`src/rtl/inst_fetch.sv`:
```
// Fetch stage: direct-mapped 64-byte-line cache, static JAL prediction, queue to the decoder.
// Hit pushes one entry per cycle, visible next cycle; misses stall until fill; full queue stalls the PC.
module inst_fetch #(
    parameter int          LINE_NUM = 4,
    parameter int          IQ_DEPTH = 4,
    parameter logic [31:0] RESET_PC = 32'h0
) (
    input  logic         clk,
    input  logic         rst,
    input  logic         rdy,
    input  logic         rollback,
    input  logic [31:0]  rollback_pc,
    output logic         mem_inst_config,
    output logic [31:0]  mem_inst_pc,
    input  logic [511:0] mem_inst_row,
    input  logic         mem_inst_done,
    input  logic         iq_pop,
    output logic         iq_valid,
    output logic [31:0]  iq_inst,
    output logic [31:0]  iq_pc,
    output logic [31:0]  iq_pred_pc
);
    localparam int IDX_W = $clog2(LINE_NUM);
    localparam int TAG_W = 26 - IDX_W;
    localparam int PTR_W = $clog2(IQ_DEPTH);
    localparam int CNT_W = PTR_W + 1;

    typedef enum logic {FETCH, MISS} state_t;

    state_t              state;
    logic [31:0]         pc;
    logic [LINE_NUM-1:0] line_vld;
    logic [TAG_W-1:0]    tag_mem  [LINE_NUM];
    logic [511:0]        line_mem [LINE_NUM];

    logic [31:0]         q_inst [IQ_DEPTH];
    logic [31:0]         q_pc   [IQ_DEPTH];
    logic [31:0]         q_pred [IQ_DEPTH];
    logic [PTR_W-1:0]    head;
    logic [PTR_W-1:0]    tail;
    logic [CNT_W-1:0]    count;

    logic [IDX_W-1:0]    index;
    logic [TAG_W-1:0]    tag;
    logic [3:0]          word;
    logic [511:0]        cur_line;
    logic [31:0]         inst;
    logic [31:0]         jal_imm;
    logic [31:0]         pred_pc;
    logic                hit;
    logic                do_pop;
    logic                push_ok;
    logic                do_push;
    logic                do_fill;

    assign index    = pc[5+IDX_W:6];
    assign tag      = pc[31:6+IDX_W];
    assign word     = pc[5:2];
    assign cur_line = line_mem[index];
    assign hit      = line_vld[index] && (tag_mem[index] == tag);
    assign inst     = cur_line[{word, 5'b00000} +: 32];

    // J-type immediate; bit 31 is the sign and also imm[20]
    assign jal_imm  = {{12{inst[31]}}, inst[19:12], inst[20], inst[30:21], 1'b0};
    assign pred_pc  = (inst[6:0] == 7'b1101111) ? pc + jal_imm : pc + 32'd4;

    assign iq_valid   = (count != '0);
    assign iq_inst    = q_inst[head];
    assign iq_pc      = q_pc[head];
    assign iq_pred_pc = q_pred[head];

    assign do_pop  = rdy && iq_pop && iq_valid;
    assign push_ok = (count < CNT_W'(IQ_DEPTH)) || do_pop;
    assign do_push = rdy && !rollback && (state == FETCH) && hit && push_ok;
    assign do_fill = rdy && !rollback && (state == MISS) && mem_inst_done;

    always_ff @(posedge clk) begin
        if (rst) begin
            pc              <= RESET_PC;
            line_vld        <= '0;
            head            <= '0;
            tail            <= '0;
            count           <= '0;
            mem_inst_config <= 1'b0;
            mem_inst_pc     <= 32'h0;
            state           <= FETCH;
        end else if (rdy) begin
            if (rollback) begin
                head            <= '0;
                tail            <= '0;
                count           <= '0;
                pc              <= rollback_pc;
                mem_inst_config <= 1'b0;
                state           <= FETCH;
            end else begin
                if (do_push) begin
                    tail <= tail + PTR_W'(1);
                    pc   <= pred_pc;
                end
                if (do_pop) begin
                    head <= head + PTR_W'(1);
                end
                if (do_push && !do_pop) begin
                    count <= count + CNT_W'(1);
                end else if (!do_push && do_pop) begin
                    count <= count - CNT_W'(1);
                end
                case (state)
                    FETCH: begin
                        if (!hit) begin
                            mem_inst_config <= 1'b1;
                            mem_inst_pc     <= {pc[31:6], 6'b0};
                            state           <= MISS;
                        end
                    end
                    MISS: begin
                        if (mem_inst_done) begin
                            line_vld[index] <= 1'b1;
                            mem_inst_config <= 1'b0;
                            state           <= FETCH;
                        end
                    end
                    default: state <= FETCH;
                endcase
            end
        end
    end

    // Line data and tags need no reset: the valid bits gate every use
    always_ff @(posedge clk) begin
        if (!rst && do_fill) begin
            line_mem[index] <= mem_inst_row;
            tag_mem[index]  <= tag;
        end
    end

    always_ff @(posedge clk) begin
        if (!rst && do_push) begin
            q_inst[tail] <= inst;
            q_pc[tail]   <= pc;
            q_pred[tail] <= pred_pc;
        end
    end
endmodule

```
`config.mk`:
```
export PLATFORM = sky130hd
export DESIGN_NAME = inst_fetch
export DESIGN_NICKNAME = d
export VERILOG_FILES = /design/src/rtl/inst_fetch.sv
export SDC_FILE = /design/constraint.sdc
export NUM_CORES = 2
export LEC_CHECK = 0
export BUFFER_PORTS_ARGS = -buffer_cell sky130_fd_sc_hd__buf_2
export CAP_MARGIN = 20
export CORE_MARGIN = 2
export CORE_UTILIZATION = 40
export DETAILED_ROUTE_END_ITERATION = 8
export PLACE_DENSITY_LB_ADDON = 0.05
export SLEW_MARGIN = 20
export SYNTH_ARGS = -nofsm -noshare
export SYNTH_HDL_FRONTEND = slang
export SYNTH_SLANG_ARGS = --single-unit
```
`constraint.sdc`:
```
create_clock -name clk -period 64.8 [get_ports clk]
set_input_delay 19.44 -clock clk [delete_from_list [all_inputs] [get_ports clk]]
set_output_delay 19.44 -clock clk [all_outputs]
set_load 0.02 [all_outputs]
```
* Word-level counts from Yosys, hierarchy flattened *
Memory sizes are Yosys's and may differ from the RTL's. A register that Yosys moved wholly into a read port is not among the register bits.
Index checks and enable logic that the tools add are counted.

word-level totals
  flip-flop bits (word level) = 71
  bits in latches = 0
  bits in writable memories = 2528
  bits in read-only memories = 0
  bits of input ports = 550
  output and inout port bits = 130
  logic and storage cells = 96
  memories kept = 5

memories
  name      words  width  read ports  clocked after Yosys merged registers in  wr ports  RTL line  RTL
  line_mem  4      512    1           1                                        1         34        logic [511:0] line_mem [LINE_NUM];
  q_inst    4      32     1           1                                        1         36        logic [31:0] q_inst [IQ_DEPTH];
  q_pc      4      32     1           1                                        1         37        logic [31:0] q_pc [IQ_DEPTH];
  q_pred    4      32     1           1                                        1         38        logic [31:0] q_pred [IQ_DEPTH];
  tag_mem   4      24     1           1                                        1         33        logic [TAG_W-1:0] tag_mem [LINE_NUM];

operators by class
  add/sub/neg operators = 6
  $mul = 0
  divide/modulo/power cells = 0
  $lt $le $gt $ge = 3
  eq/ne operators = 4
  shifts and indexed selects = 1
  multiplexer cells = 36
  bitwise operators = 4
  reductions and logical operators = 29

operators by type and width
  kind                                                                   number
  512-bit by 10-bit indexed part select with 32-bit output               1
  32-bit two-way mux                                                     3
  32-bit by 3-bit adder with 32-bit output (second input constant)       1
  32-bit adder                                                           1
  2-bit two-way mux                                                      14
  24-bit == test                                                         1
  1-bit logical AND                                                      14
  1-bit two-way mux                                                      12
  3-bit two-way mux                                                      3
  4-bit AND reduction                                                    2
  7-bit == test (second input constant)                                  1
  3-bit inequality test (second input constant)                          2
  2-bit AND reduction                                                    3
  3-bit nonzero test                                                     2
  2-bit by 1-bit adder with 2-bit output (second input constant)         2
  1-bit logical NOT                                                      4
  4-bit bitwise OR                                                       1
  1-bit one-hot mux with 2 select lines                                  2
  2-bit nonzero test                                                     2
  3-bit by 1-bit adder with 3-bit output (second input constant)         1
  2-bit by 3-bit < comparator with 1-bit output (second input constant)  1
  3-bit < comparator (second input constant)                             1
  1-bit NOT                                                              3
  3-bit AND reduction                                                    1
  5 further kinds                                                        5

* Logic depth before layout (Yosys ltp) *
  depth after elaboration = 10
  depth in mapped cells = 25
  depth with buffers taken out = 17

* Least setup slack after synthesis *
No wires, ideal clock.

  path kind = input to register
  start = input port rollback
  end = memory line_mem[2][0], enable pin
  setup time = 2.206 ns
  arrival time = 58.869 ns
  required time = 62.594 ns
  path slack = 3.725 ns
  stages on the path = 5
  buffers on the path = 1
  cell sequence = clkbuf_1 -> inv_1 -> nand2_1 -> or3_1 -> nor3b_1

between the ends
  word-level cells in the longest chain between the ends = 7

RTL lines
  what                                     RTL line  RTL
  start: declaration                       11        input logic rollback,
  1-bit logical NOT                        75        assign do_fill = rdy && !rollback && (state == MISS) && mem_inst_done;
  1-bit logical AND (3 in series)          75
  1-bit logical AND                        131       if (!rst && do_fill) begin
  1-bit two-way mux                        131
  1-bit two-way mux (not written as such)  132       line_mem[index] <= mem_inst_row;
  end: declaration                         34

Every way passes these cells.

* Worst setup path in the final report *
  start = input port rollback
  end = memory line_mem[1][469], enable pin

The elaborated chain is that of the path after synthesis.

==> impl_metrics.py <==
metrics = {
    "cells_and_area": {
        "fillers": 21065,
        "drive_gt1_share_pct": 35.4,
        "syn_to_final_growth_pct": 16.8,
        "layout.nets": 5894,
    },
    "global_route": {
        "antenna_found_initial": 229,
        "gr-total-overflow": 0,
        "use_met1_pct": 27.5,
        "met2_usage_pct": 33.6,
        "grt-busiest-layer": "met2",
        "track_usage_pct": 21.0,
        "grt_pass1_wl_mm": 382,
        "grt_max_degree": 121,
        "use_met3_pct": 6.99,
        "grt_pass1_vias": 50084,
    },
    "floorplan": {
        "coreArea_um2": 251000,
        "ioPinCount": 680,
        "start_util_pct": 40.2,
        "die_w_um": 506,
        "die_h_um": 506,
        "dieArea_um2": 256000,
        "row_count": 184,
    },
    "yosys": {
        "yosysSeqAreaShare_pct": 76.7,
        "synth.area.top_cells": "edfxtp_1 75%, mux4_2 16%, dfxtp_1 1.5%",
        "ys_types": 76,
        "synth_edf_count": 2524,
        "ys_top_cells_by_count": "2524 x edfxtp_1, 722 x mux4_2, 131 x nand2_1",
        "synth.avg_cell_area_um2": 22.7,
        "synth.largest_area_cell": "edfxtp_1",
        "synthFlopType": "edfxtp_1",
        "yosysWarnings": 0,
        "synth_top_area_share_pct": 75.2,
        "async_reset_ff_share_pct": 0,
        "ys_ff_latch": 2599,
        "netlist_instances": 4445,
        "synth.cell_area_um2": 101000,
        "synth_most_common_cell": "edfxtp_1",
    },
    "sta": {
        "finalHoldViolCount": 0,
        "setup_violations": 0,
        "post-route-period-util_pct": 37.7,
        "fmax_ghz": 0.0409,
        "worstMarginPinSlew_ns": 1.09,
        "maxSlewViolCount": 0,
        "rsz0062_at_grt": "no",
        "fin_ws_ns": 40.35,
        "fin_skew_ns": 0.0698,
        "slew_headroom_pct": 25.2,
        "setup_tns_ns": 0,
        "fin_crit_ns": 24.45,
    },
    "outcome": {
        "outcome": "finished clean",
    },
    "power": {
        "powerDensity_nw_per_um2": 30.6,
        "p_leak_nw": 37.6,
        "vdd_drop_max_mv": 0.0226,
    },
    "cts": {
        "insertion_delay_ns": 0.94,
        "htreeDepth": 5,
        "cts_resized": 0,
        "cts_inserted_buffers": 302,
        "cts_hold_buffers": 0,
        "cts_buffer_depth": 4,
        "clockRootBuffer": "clkbuf_16",
        "clkSinkCount": 2599,
        "path_clk_slew_ns": 0.05,
        "cts_tree": "built",
        "cts_setup_buffers": 0,
    },
    "drt": {
        "via_per_inst": 5.47,
        "drc_errors": 0,
        "routed_wl_mm": 272,
        "ant_nets": 0,
        "dr.pass1.iters": 5,
        "avgRoutedWirePerCell_um": 30.5,
        "drt_iter0_drc": 4281,
        "routed-via-count": 48742,
    },
    "placed_design": {
        "routabilityCongestion": 0.809,
        "detailed_place_hpwl_mm": 171,
        "pre_cts_ws_ns": 39.27,
        "io_buffer_count": 673,
    },
    "critical_path": {
        "crit_top_cell": "buf_4",
        "crit_path_start_kind": "input pin",
        "cpPeakStageDelay_ns": 0.83,
        "crit_type": "in2reg",
        "cp.required_ns": 65.34,
        "crit_arrival_ns": 24.98,
        "crit_start": "rollback",
        "cp_slowest_cell": "nor3b_2",
        "critPathCaptureType": "flop",
        "cp_max_fo": 117,
        "path_cells": "buf_2 -> inv_1 -> nand2_1 -> or3_1 -> nor3b_2 -> buf_12 -> buf_4 -> buf_4 -> buf_4",
    },
    "min_path": {
        "hp-class": "reg2reg",
        "holdCritStartpoint": "line_vld[2]",
    },
    "flow_run": {
        "max-cap-violations": 0,
    },
}
## power by group
group | switching (W) | leakage, nW | internal (W)
clock | 0.000645 | 4.60 | 0.000980
combinational | 0.0000795 | 9.64 | 0.0000506
sequential | 0.00000286 | 23.4 | 0.00185
total | 0.000727 | 37.6 | 0.00288
## layout make-up
type / count / area [um^2] / area share [%]
inverter: 29 / 118 / 0.0999
tap: 3348 / 4190 / 3.56
timing repair buffer: 797 / 4410 / 3.75
sequential: 2599 / 77300 / 65.7
multi-input combinational: 1578 / 22200 / 18.8
clock inverter: 134 / 1310 / 1.11
antenna: 38 / 95.1 / 0.0808
clock buffer: 381 / 8080 / 6.86
## flip-flops by register name, indices dropped and copies added (netlist names), 3 cells and up, named ones only
register     count
q_pred         124
pc              32
line_mem      2048
count            3
line_vld         4
mem_inst_pc     26
tag_mem         96
q_pc           128
q_inst         128
## layer usage
layer	vias to the layer above	share of wire [%]
met2	1578	48
met1	25649	40
met3	699	8.3
met5	-	0.40
met4	168	3.0
li1	20648	-
## through the flow
stage / hold slack [ns] / util, % / total power [W] / instances / cell area (um^2)
after floorplan: 0.421 / - / 0.00195 / 4450 / 101000
after global placement: 0.429 / 43.1 / 0.00201 / 8351 / 108000
after detailed placement: 0.441 / 43.1 / 0.00202 / 8351 / 108000
after CTS: 0.454 / 46.9 / 0.00365 / 8866 / 118000
after global routing: 0.475 / 46.9 / 0.00372 / 8874 / 118000
final: 0.453 / 46.9 / 0.00360 / 8904 / 118000
## cells in the final DEF, fill, tap and decap left out, types with 8 or more instances in the layout
cell,netlist,layout
o221ai_1,10,10
nand4_1,13,13
clkbuf_1,108,68
nand2_1,131,131
buf_2,69,673
mux4_2,722,722
xnor2_1,44,44
a21o_1,16,16
o21a_1,10,10
a21oi_1,69,69
xor2_1,35,35
clkinv_2,0,45
a31oi_1,20,13
ha_1,35,35
buf_4,27,115
and3_1,38,38
and2_1,13,9
o21ai_0,64,63
a22o_1,10,10
diode_2,0,38
inv_1,26,24
a22oi_1,27,27
nor2_1,79,76
dfxtp_1,75,67
clkinv_1,2,59
nor3_1,11,10
mux2i_1,75,75
o22ai_1,10,10
nand3_1,31,31
nand2b_1,11,11
clkbuf_16,0,312
bufinv_16,0,26
mux4_1,8,8
edfxtp_1,2524,2524
buf_12,6,9
## critical path: cells and delay by family
kind | cells | cell delay [ns]
buffers and inverters | 6 | 3.70
and+or+nand+nor | 3 | 1.58
## worst paths after layout
check / end / cells past startpoint / slack (ns)
worst max register to register: q_pred[0][18] / 17 / 55.59
worst min-delay path: line_vld[2] / 1 / 0.45
worst min register to register: line_vld[2] / 1 / 0.45
worst max-delay path: line_mem[1][469] / 9 / 40.35
## cell families after synthesis
logic type	count (synthesis)	share of synthesized area, %
muxes	812	17.2
DFF	2599	76.7
AOI/OAI and AO/OA	287	1.85
buffers and inverters	273	1.39
adders and majority gates	37	0.474
other	1	0.00372
and+or+nand+nor	357	1.68
xor gates and xnor gates	79	0.687
Power figures use the tool's default switching activity.
